===== src/rtl/mpadd_pkg.sv =====
// Shared types and constants for the multi-precision add/subtract sequencer.
package mpadd_pkg;

   localparam int WORD_W = 32;

   typedef enum logic [1:0] {
      IDLE = 2'd0,
      RUN  = 2'd1,
      DONE = 2'd2
   } state_t;

   // Word counter width; at least one bit so a 1-word build still elaborates.
   function automatic int cnt_w(input int words);
      return (words <= 1) ? 1 : $clog2(words);
   endfunction

endpackage


===== src/rtl/rcadd32.sv =====
// 32-bit ripple-carry adder, purely combinational.
module rcadd32 (
   input  logic [31:0] a,
   input  logic [31:0] b,
   input  logic        cin,
   output logic [31:0] sum,
   output logic        cout
);

   logic [32:0] cy;

   assign cy[0] = cin;

   for (genvar i = 0; i < 32; i++) begin : g_bit
      assign sum[i]  = a[i] ^ b[i] ^ cy[i];
      assign cy[i+1] = (a[i] & b[i]) | (cy[i] & (a[i] ^ b[i]));
   end

   assign cout = cy[32];

endmodule


===== src/rtl/mpadd_seq.sv =====
// Multi-precision add/subtract: walks WORDS 32-bit words through one shared
// rcadd32, LSW first, holding the inter-word carry in a register.
module mpadd_seq
   import mpadd_pkg::*;
#(
   parameter int WORDS = 4
) (
   input  logic                      clk,
   input  logic                      rst_n,
   input  logic                      start_valid,
   output logic                      start_ready,
   input  logic                      op_sub,
   input  logic [WORD_W*WORDS-1:0]   a,
   input  logic [WORD_W*WORDS-1:0]   b,
   output logic                      res_valid,
   input  logic                      res_ready,
   output logic [WORD_W*WORDS-1:0]   sum,
   output logic                      cout,
   output logic                      ovf
);

   localparam int CW = cnt_w(WORDS);
   localparam logic [CW-1:0] LAST = CW'(WORDS - 1);

   typedef logic [WORDS-1:0][WORD_W-1:0] vec_t;

   state_t          state_q, state_d;
   logic [CW-1:0]   cnt_q, cnt_d;
   logic            carry_q, carry_d;
   logic            sub_q, sub_d;
   vec_t            a_q, a_d;
   vec_t            b_q, b_d;
   vec_t            sum_q, sum_d;
   logic            cout_q, cout_d;
   logic            ovf_q, ovf_d;

   logic [WORD_W-1:0] add_a, add_b, add_s;
   logic              add_co;

   // Subtract is a + ~b + 1; the +1 enters through the preset carry.
   assign add_a = a_q[cnt_q];
   assign add_b = b_q[cnt_q] ^ {WORD_W{sub_q}};

   rcadd32 u_add (
      .a    (add_a),
      .b    (add_b),
      .cin  (carry_q),
      .sum  (add_s),
      .cout (add_co)
   );

   always_comb begin
      state_d = state_q;
      cnt_d   = cnt_q;
      carry_d = carry_q;
      sub_d   = sub_q;
      a_d     = a_q;
      b_d     = b_q;
      sum_d   = sum_q;
      cout_d  = cout_q;
      ovf_d   = ovf_q;
      unique case (state_q)
         IDLE: begin
            if (start_valid) begin
               a_d     = vec_t'(a);
               b_d     = vec_t'(b);
               sub_d   = op_sub;
               carry_d = op_sub;
               cnt_d   = '0;
               state_d = RUN;
            end
         end
         RUN: begin
            sum_d[cnt_q] = add_s;
            carry_d      = add_co;
            if (cnt_q == LAST) begin
               cout_d  = add_co;
               ovf_d   = (add_a[WORD_W-1] == add_b[WORD_W-1]) &
                         (add_s[WORD_W-1] != add_a[WORD_W-1]);
               state_d = DONE;
            end else begin
               cnt_d = cnt_q + 1'b1;
            end
         end
         DONE: begin
            if (res_ready) state_d = IDLE;
         end
         default: state_d = IDLE;
      endcase
   end

   always_ff @(posedge clk or negedge rst_n) begin
      if (!rst_n) begin
         state_q <= IDLE;
         cnt_q   <= '0;
         carry_q <= 1'b0;
         sub_q   <= 1'b0;
         a_q     <= '0;
         b_q     <= '0;
         sum_q   <= '0;
         cout_q  <= 1'b0;
         ovf_q   <= 1'b0;
      end else begin
         state_q <= state_d;
         cnt_q   <= cnt_d;
         carry_q <= carry_d;
         sub_q   <= sub_d;
         a_q     <= a_d;
         b_q     <= b_d;
         sum_q   <= sum_d;
         cout_q  <= cout_d;
         ovf_q   <= ovf_d;
      end
   end

   // Gated by rst_n so nothing is offered while reset is held.
   assign start_ready = rst_n & (state_q == IDLE);
   assign res_valid   = (state_q == DONE);
   assign sum         = sum_q;
   assign cout        = cout_q;
   assign ovf         = ovf_q;

endmodule

===== config.mk =====
export PLATFORM = sky130hd
export DESIGN_NAME = mpadd_seq
export DESIGN_NICKNAME = d
export VERILOG_FILES = /design/src/rtl/mpadd_pkg.sv /design/src/rtl/rcadd32.sv /design/src/rtl/mpadd_seq.sv
export SDC_FILE = /design/constraint.sdc
export NUM_CORES = 1
export LEC_CHECK = 0
export CORE_ASPECT_RATIO = 1.2
export CORE_MARGIN = 2
export CORE_UTILIZATION = 40
export DETAILED_ROUTE_END_ITERATION = 8
export PLACE_DENSITY = 0.66
export SLEW_MARGIN = 10
export SYNTH_ARGS = -nofsm -noshare
export SYNTH_HDL_FRONTEND = slang
export SYNTH_SLANG_ARGS = --single-unit
export TNS_END_PERCENT = 1

===== constraint.sdc =====
create_clock -name clk -period 24.3 [get_ports clk]
set_clock_uncertainty 0.05 [all_clocks]
set_input_delay 7.29 -clock clk [delete_from_list [all_inputs] [get_ports clk]]
set_output_delay 7.29 -clock clk [all_outputs]
set_load 0.03 [all_outputs]

==> metrics, run 1 <==
status finished, final reports clean; Final min period 16,970 ps; post-CTS sizing 0; kind of critical path flop to flop; first-pass GRT wire length 69,590 µm; antenna-violating nets left 0; CP arrival 17,360 ps; HP Start ovf$_DFFE_PN0P_; # Post-CTS Setup Buffers 0; Setup crit start cnt_q[0]$_DFFE_PN0P_; latest clock arrival within the worst-skew pair 540 ps; Starting DRT DRC Count 508; IO Count 393; Num CTS Buffers 41; clock sink count 392; syn_area_per_cell 14.64 µm²; DIE WIDTH 192.7 µm; Yosys top cell area share 57.40%; Synthesized Nets 1,465; Root Buffer clkbuf_16; sequential area share after synthesis 57.40%; GR Util All Layers 21.05%; Reg clk slew, reported paths 70 ps; ranking of synthesized cells by area dfrtp_1, mux2_2, mux4_2; leading cell types by count after synthesis dfrtp_1, mux2_2, nand2_1, o21ai_0, mux4_2; Post-synth EDFFs 0; Final Wtd Congestion 0.8067; r2r startpoint cnt_q[0]$_DFFE_PN0P_; total gr overflow 0; highest-delay cell along the critical path dfrtp_4; fmax 0.05894 GHz; vias 10,660; Post-route DRC 0; Setup Viol. Count Final 0; largest family of logic cells by synthesized area multiplexers; routed len/inst 21.61 µm; Area Growth Syn to Fin 33.09%; initial antenna violation count 14; Synth Area in Compound Gates 3.888%; Hold Fails Final Rpt 0; CTS HTree Levels 2; Max Cap Viol 0; CP Data Required Time 24,690 ps; Tcrit/Tclk final 69.82%; DIE HEIGHT 230.4 µm; largest net degree at the start of global routing 188; register bit total from synthesis 392; Synth Cell Area 0.01709 mm²; Critical Path End Type flop; Nets 1,840; Ys Warns 0; GRT met3 Usage 4.652%; crit start category flop; Syn Inst Count 1,167; Most used DFF post-synth dfrtp_1; post-synthesis adder-cell area fraction 4.115%; Site Rows 82; Die ar. 0.04440 mm²; IO buf count 392; most numerous cell in the Yosys netlist dfrtp_1; total core area 0.04196 mm²; CP max stage delay 670 ps; slew margin rel. 30.46%; slew of the pin with the lowest slew margin 1043 ps; crit path max fanout 27; Final Slew Violations 0; post-synth top area cell dfrtp_1; met2 Use GR 34.88%; post-synth cell types 26; share of layout cells above drive strength 1 26.23%; Worst Hold Class flop to flop; Synth Area in XOR/XNOR 1.691%; Hold-fix buffers, CTS 0; met1 Usage GRT 27.31%; GRT busiest layer met2; asr flop ratio synth 100.0%; simple-gate portion of the synthesized area 3.119%; CTS tree yes; Vias/cell 5.011; CTS Buffer Depth 3; vias in the first global route 11,340; DR pass1 iterations 4; effective utilization at floorplan 40.72%; most numerous cell on the critical path fa_1; hpwl dp 33,830 µm; Routed Wire Length 45,980 µm; setup TNS 0 ps; proportion of synthesized area in mux cells 26.09%; RSZ-0062 raised after global routing no
[final timing paths]
check / slack [ps] / to / cells past startpoint
worst max-delay path: 7330 / ovf$_DFFE_PN0P_ / 39
worst min-delay path: 420 / ovf$_DFFE_PN0P_ / 2
worst max register to register: 7330 / ovf$_DFFE_PN0P_ / 39
worst min register to register: 420 / ovf$_DFFE_PN0P_ / 2
max in group asynchronous: 15290 / sum[75]$_DFFE_PN0P_ / 3
min in group asynchronous: 6650 / a_q[36]$_DFFE_PN0P_ / 1
[flip-flops by register name, indices dropped and copies added, names as in the netlist]
name,flops
state_q,2
sub_q,1
cnt_q,2
a_q,128
carry_q,1
cout,1
b_q,128
sum,128
ovf,1
[routing by layer]
metal  vias up  share of wire, %  wire length (µm)
met3        78               6.3              2899
met4         8               2.7              1253
met5         -              0.11                50
met2       317                50             22950
li1       4833                 -                 -
met1      5422                41             18820
[area by class of cell]
class,instances,area (µm²)
inverter,38,142.6
sequential,392,9818
multi-input combinational,664,6654
fill,3524,19220
tap,546,683.2
clock inverter,14,200.2
antenna,10,25.02
timing repair buffer,405,4051
clock buffer,58,1170
[worst max-delay path: cells and delay by family (launching register included)]
| family | cells | cell delay, ps |
|---|---|---|
| DFF | 1 | 670 |
| adders and majority gates | 31 | 14210 |
| muxes | 1 | 590 |
| buffers and inverters | 4 | 770 |
| xor gates and xnor gates | 2 | 330 |
| AOI/OAI and AO/OA | 1 | 180 |
[per-stage QoR]
| step | worst slack [ps] | hold slack (ps) | instance area [µm²] | instances | util [%] |
|---|---|---|---|---|---|
| final | 7334 | 421.3 | 22740 | 2127 | 54.20 |
| after global routing | 6656 | 452.4 | 22740 | 2125 | 54.19 |
| after CTS | 7142 | 428.7 | 22720 | 2117 | 54.14 |
| after detailed placement | 7191 | 415.8 | 21350 | 2045 | 50.88 |
| after global placement | 7323 | 412.3 | 21350 | 2045 | 50.88 |
| after floorplan | 8297 | 425.1 | 17090 | 1167 | - |
[cell usage in the layout (no fill, tap or decap), types with 3 or more instances in the layout]
cell type and n:
clkdlybuf4s50_1 391, dfrtp_1 389, mux2_2 267, nand2_1 121, o21ai_0 121, mux4_2 64
clkbuf_16 41, inv_1 38, fa_1 32, xnor2_1 31, buf_4 11, diode_2 10
clkbuf_1 9, clkbuf_8 8, clkinv_2 7, ha_1 5, bufinv_16 5, nand3b_1 4
nor2_1 4, a22o_1 3
[kinds of logic after synthesis]
logic type                 after synthesis
AOI/OAI and AO/OA                      129
xor gates and xnor gates                33
adders and majority gates               37
buffers and inverters                  111
DFF                                    392
muxes                                  332
and+or+nand+nor                        133
Power of run 1 is left out: the tool's default activity adds up to more than one toggle a clock period on the data nets, which glitch-free logic cannot reach.
==> inputs of run 2 (changes only) <==
--- a/config.mk
+++ b/config.mk
@@ -9,7 +9,7 @@
 export CORE_MARGIN = 2
 export CORE_UTILIZATION = 40
 export DETAILED_ROUTE_END_ITERATION = 8
-export PLACE_DENSITY = 0.66
+export PLACE_DENSITY = 0.69
 export SLEW_MARGIN = 10
 export SYNTH_ARGS = -nofsm -noshare
 export SYNTH_HDL_FRONTEND = slang
==> constraint.sdc (replaced) <==
create_clock -name clk -period 15.6 [get_ports clk]
set_clock_uncertainty 0.05 [all_clocks]
set_input_delay 4.68 -clock clk [delete_from_list [all_inputs] [get_ports clk]]
set_output_delay 4.68 -clock clk [all_outputs]
set_load 0.03 [all_outputs]
==> run 2 against run 1 <==
Against the previous run:
- die area stayed put
- via count is 1.3% higher
- core utilization is 0.30 points higher
- maximum frequency is 12% higher
- hold slack better by 4.8 ps
- cell count is 0.38% higher
- register-to-register slack worse by 6900 ps
- setup slack worse by 6900 ps
- global-route usage is 0.94 points higher
- critical endpoint unchanged
- critical path depth stayed put
- highest routed layer unchanged
- non-clock buffer count is 9 higher
==> metrics, run 2 (synthesis gave the netlist of run 1 again) <==
DIE WIDTH 192.7 µm; CTS Buffer Depth 3; effective utilization at floorplan 40.72%; crit path max fanout 5; CP max stage delay 510 ps; slew margin rel. 28.12%; GR Util All Layers 21.99%; Final Wtd Congestion 0.7969; Final Slew Violations 0; Root Buffer clkbuf_16; hpwl dp 36,820 µm; total gr overflow 0; Num CTS Buffers 41; Worst R2R End ovf$_DFFE_PN0P_; status finished, final reports clean; post-place setup slack -492.2 ps; Nets 1,849; initial antenna violation count 17; HP Start sum[41]$_DFFE_PN0P_; IO Count 393; routed len/inst 22.66 µm; CTS tree yes; Die ar. 0.04440 mm²; CP Data Required Time 16,000 ps; antenna-violating nets left 0; Reg clk slew, reported paths 70 ps; clock sink count 392; Final min period 15,170 ps; Setup Viol. Count Final 0; share of layout cells above drive strength 1 28.07%; DR pass1 iterations 5; latest clock arrival within the worst-skew pair 550 ps; CP arrival 15,570 ps; Vias/cell 5.059; slew of the pin with the lowest slew margin 1078 ps; highest-delay cell along the critical path mux4_2; Worst Hold Class flop to flop; Starting DRT DRC Count 475; commonest non-fill, non-tap cells in the layout clkdlybuf4s50_1, dfrtp_1, mux2_2; RSZ-0062 raised after global routing no; R2R setup slack 430 ps; Max Cap Viol 0; Area Growth Syn to Fin 33.82%; Critical Path End Type flop; WHS Path Cells 2; r2r worst-path depth 39; Site Rows 82; Tcrit/Tclk final 97.25%; Min-Delay Endpoint sum[41]$_DFFE_PN0P_; kind of critical path flop to flop; largest net degree at the start of global routing 166; crit start category flop; Post-route DRC 0; r2r startpoint cnt_q[0]$_DFFE_PN0P_; IO buf count 392; # Post-CTS Setup Buffers 0; vias 10,800; first-pass GRT wire length 71,770 µm; total core area 0.04196 mm²; fmax 0.06592 GHz; final critical-path setup slack 429.4 ps; Routed Wire Length 48,390 µm; commonest non-fill, non-tap cell in the layout clkdlybuf4s50_1; Hold Fails Final Rpt 0; CTS HTree Levels 2; DIE HEIGHT 230.4 µm; vias in the first global route 11,510; most numerous cell on the critical path fa_2
run 2: final cells by class:
type	count	area [µm²]
Clock buffer	59	1216
Clock inverter	11	162.7
Inverter	38	142.6
Antenna cell	11	27.53
Sequential cell	392	9818
Timing Repair Buffer	414	4106
Multi-Input combinational cell	664	6711
Tap cell	546	683.2
Fill cell	3460	19090
run 2: per-stage QoR:
step	utilization [%]	setup TNS (ps)	cell area, µm²	hold slack, ps	cells
6_report	54.50	0	22870	426.1	2135
3_5_place_dp	51.06	-2288	21420	419.6	2054
4_1_cts	54.39	0	22820	433.6	2124
2_1_floorplan	-	0	17110	425.1	1167
3_3_place_gp	51.06	-1421	21420	412.8	2054
5_1_grt	54.47	0	22860	452.2	2130
run 2: routing by layer:
layer / part of all wire [%] / vias to the layer above / global-route usage (%)
li1: - / 4875 / -
met1: 40 / 5533 / 27.30
met2: 51 / 312 / 37.16
met3: 7.1 / 70 / 5.792
met4: 2.5 / 10 / 7.276
met5: 0.13 / - / 0
run 2: how the worst max path moves through the flow:
| stage | depth (start not counted) | startpoint | to |
|---|---|---|---|
| final | 39 | cnt_q[0]$_DFFE_PN0P_ | ovf$_DFFE_PN0P_ |
| after global routing | 39 | cnt_q[0]$_DFFE_PN0P_ | ovf$_DFFE_PN0P_ |
| after CTS | 39 | cnt_q[0]$_DFFE_PN0P_ | ovf$_DFFE_PN0P_ |
| after detailed placement | 39 | cnt_q[0]$_DFFE_PN0P_ | ovf$_DFFE_PN0P_ |
| after global placement | 39 | cnt_q[0]$_DFFE_PN0P_ | ovf$_DFFE_PN0P_ |
| after floorplan | 40 | cnt_q[0]$_DFFE_PN0P_ | ovf$_DFFE_PN0P_ |
run 2: worst max-delay path: cells and delay by family, from the launching register on:
kind,cells,cell delay [ps]
AOI/OAI and AO/OA,1,210
muxes,1,510
buffers and inverters,3,220
DFF,1,420
adders and majority gates,32,13340
xor gates and xnor gates,2,310
run 2: what timing repair did:
action,in CTS,in global routing
gates cloned,0,0
hold buffers,0,0
gates resized for setup,8,7
setup endpoints to repair,6,6
pin swaps,1,1
Power of run 2 is left out for the same reason.
==> inputs of run 3 (changes only) <==
--- a/config.mk
+++ b/config.mk
@@ -10,6 +10,7 @@
 export CORE_UTILIZATION = 40
 export DETAILED_ROUTE_END_ITERATION = 8
 export PLACE_DENSITY = 0.69
+export SETUP_SLACK_MARGIN = 0.05
 export SLEW_MARGIN = 10
 export SYNTH_ARGS = -nofsm -noshare
 export SYNTH_HDL_FRONTEND = slang
==> run 3 against run 2 <==
Against the previous run:
- cell count grew 0.37%
- sequential share of layout area shrank 0.11 points
- die area is the same
- setup slack lost 8.1 ps
==> metrics, run 3 (synthesis gave the netlist of run 1 again) <==
met3 wire length 3125 µm; clock sink count 392; Hold-fix buffers, CTS 0; setup TNS 0 ps; Reg clk slew, reported paths 70 ps; RSZ-0062 raised after global routing no; CP arrival 15,580 ps; crit start category flop; CP Data Required Time 16,000 ps; Final Wtd Congestion 0.8417; hpwl dp 36,280 µm; Vias/cell 5.065; Nets 1,845; Finished Core Util 54.63%; DIE WIDTH 192.7 µm; Tcrit/Tclk final 97.30%; first-pass GRT wire length 71,080 µm; Routed Wire Length 48,300 µm; share of layout cells above drive strength 1 28.29%; IO buf count 392; antenna-violating nets left 0; total gr overflow 0; Die ar. 0.04440 mm²; M1 WL 19,960 µm; total core area 0.04196 mm²; CTS HTree Levels 2; Area Growth Syn to Fin 34.15%; Root Buffer clkbuf_16; slew of the pin with the lowest slew margin 1145 ps; DIE HEIGHT 230.4 µm; CTS tree yes; highest-delay cell along the critical path mux4_2; Worst Path Buf+Inv 3; most numerous cell on the critical path fa_2; vias in the first global route 11,350; Hold Fails Final Rpt 0; vias 10,850; Setup Viol. Count Final 0; Post-route DRC 0; DR pass1 iterations 5; post-place setup slack -483.5 ps; largest net degree at the start of global routing 188; slew margin rel. 23.67%; status finished, final reports clean; Final min period 15,180 ps; GR Util All Layers 21.85%; latest clock arrival within the worst-skew pair 550 ps; Num CTS Buffers 42; final critical-path setup slack 421.3 ps; routed len/inst 22.54 µm; initial antenna violation count 22; # Post-CTS Setup Buffers 0; commonest non-fill, non-tap cell in the layout clkdlybuf4s50_1; Critical Path End Type flop; Final Slew Violations 0; Site Rows 82; CP delay by family, top adder cells; effective utilization at floorplan 40.72%; kind of critical path flop to flop; fmax 0.06588 GHz; Max Cap Viol 0; metal2 WL 23,230 µm; CP max stage delay 510 ps; Worst Hold Class flop to flop; CTS Buffer Depth 3; commonest non-fill, non-tap cells in the layout clkdlybuf4s50_1, dfrtp_1, mux2_2; IO Count 393; crit path max fanout 5; Starting DRT DRC Count 530; Max Used Layer met5
==> run 3: metal layers <==
| layer | GRT usage [%] | up-vias |
|---|---|---|
| li1 | - | 4878 |
| met1 | 27.99 | 5531 |
| met2 | 34.26 | 338 |
| met3 | 5.610 | 97 |
| met4 | 11.16 | 10 |
| met5 | 0 | - |
==> run 3: tightest hold or removal path, stage by stage, from the launching register on <==
cell and delay [ps]:
dfrtp_1 340, nand2_1 40, o21ai_0 60
==> run 3: timing repair <==
item                                    CTS  global route
gates resized for setup                   9             5
pin swaps                                 1             1
cloned                                    0             0
endpoints found under the setup margin    7             5
==> run 3: per-stage QoR <==
| stage | area, µm² | hold slack (ps) | std cells |
|---|---|---|---|
| 3_3_place_gp | 21400 | 412.2 | 2049 |
| 5_1_grt | 22920 | 449.8 | 2140 |
| 6_report | 22920 | 424.8 | 2143 |
| 4_1_cts | 22870 | 434.1 | 2126 |
| 2_1_floorplan | 17110 | 425.1 | 1167 |
| 3_5_place_dp | 21400 | 420.4 | 2049 |
==> run 3: path summary, 6_finish.rpt <==
kind,slack (ps),from,endpoint,cells past startpoint
worst max-delay path,420,cnt_q[0]$_DFFE_PN0P_,ovf$_DFFE_PN0P_,39
worst min-delay path,420,sum[116]$_DFFE_PN0P_,sum[116]$_DFFE_PN0P_,2
worst max register to register,420,cnt_q[0]$_DFFE_PN0P_,ovf$_DFFE_PN0P_,39
worst min register to register,420,sum[116]$_DFFE_PN0P_,sum[116]$_DFFE_PN0P_,2
max in group asynchronous,9930,rst_n,sum[43]$_DFFE_PN0P_,2
min in group asynchronous,4010,rst_n,a_q[87]$_DFFE_PN0P_,1
==> run 3: area by class of cell <==
cell class | instances | area (µm²)
fillers | 3472 | 19040
flip-flops and latches | 392 | 9818
multi-input cells | 664 | 6711
repair buffers | 409 | 4081
clock buffers | 59 | 1259
well taps | 546 | 683.2
clock inverters | 18 | 186.4
inverters | 38 | 142.6
diodes | 17 | 42.54
Power of run 3 is left out for the same reason.
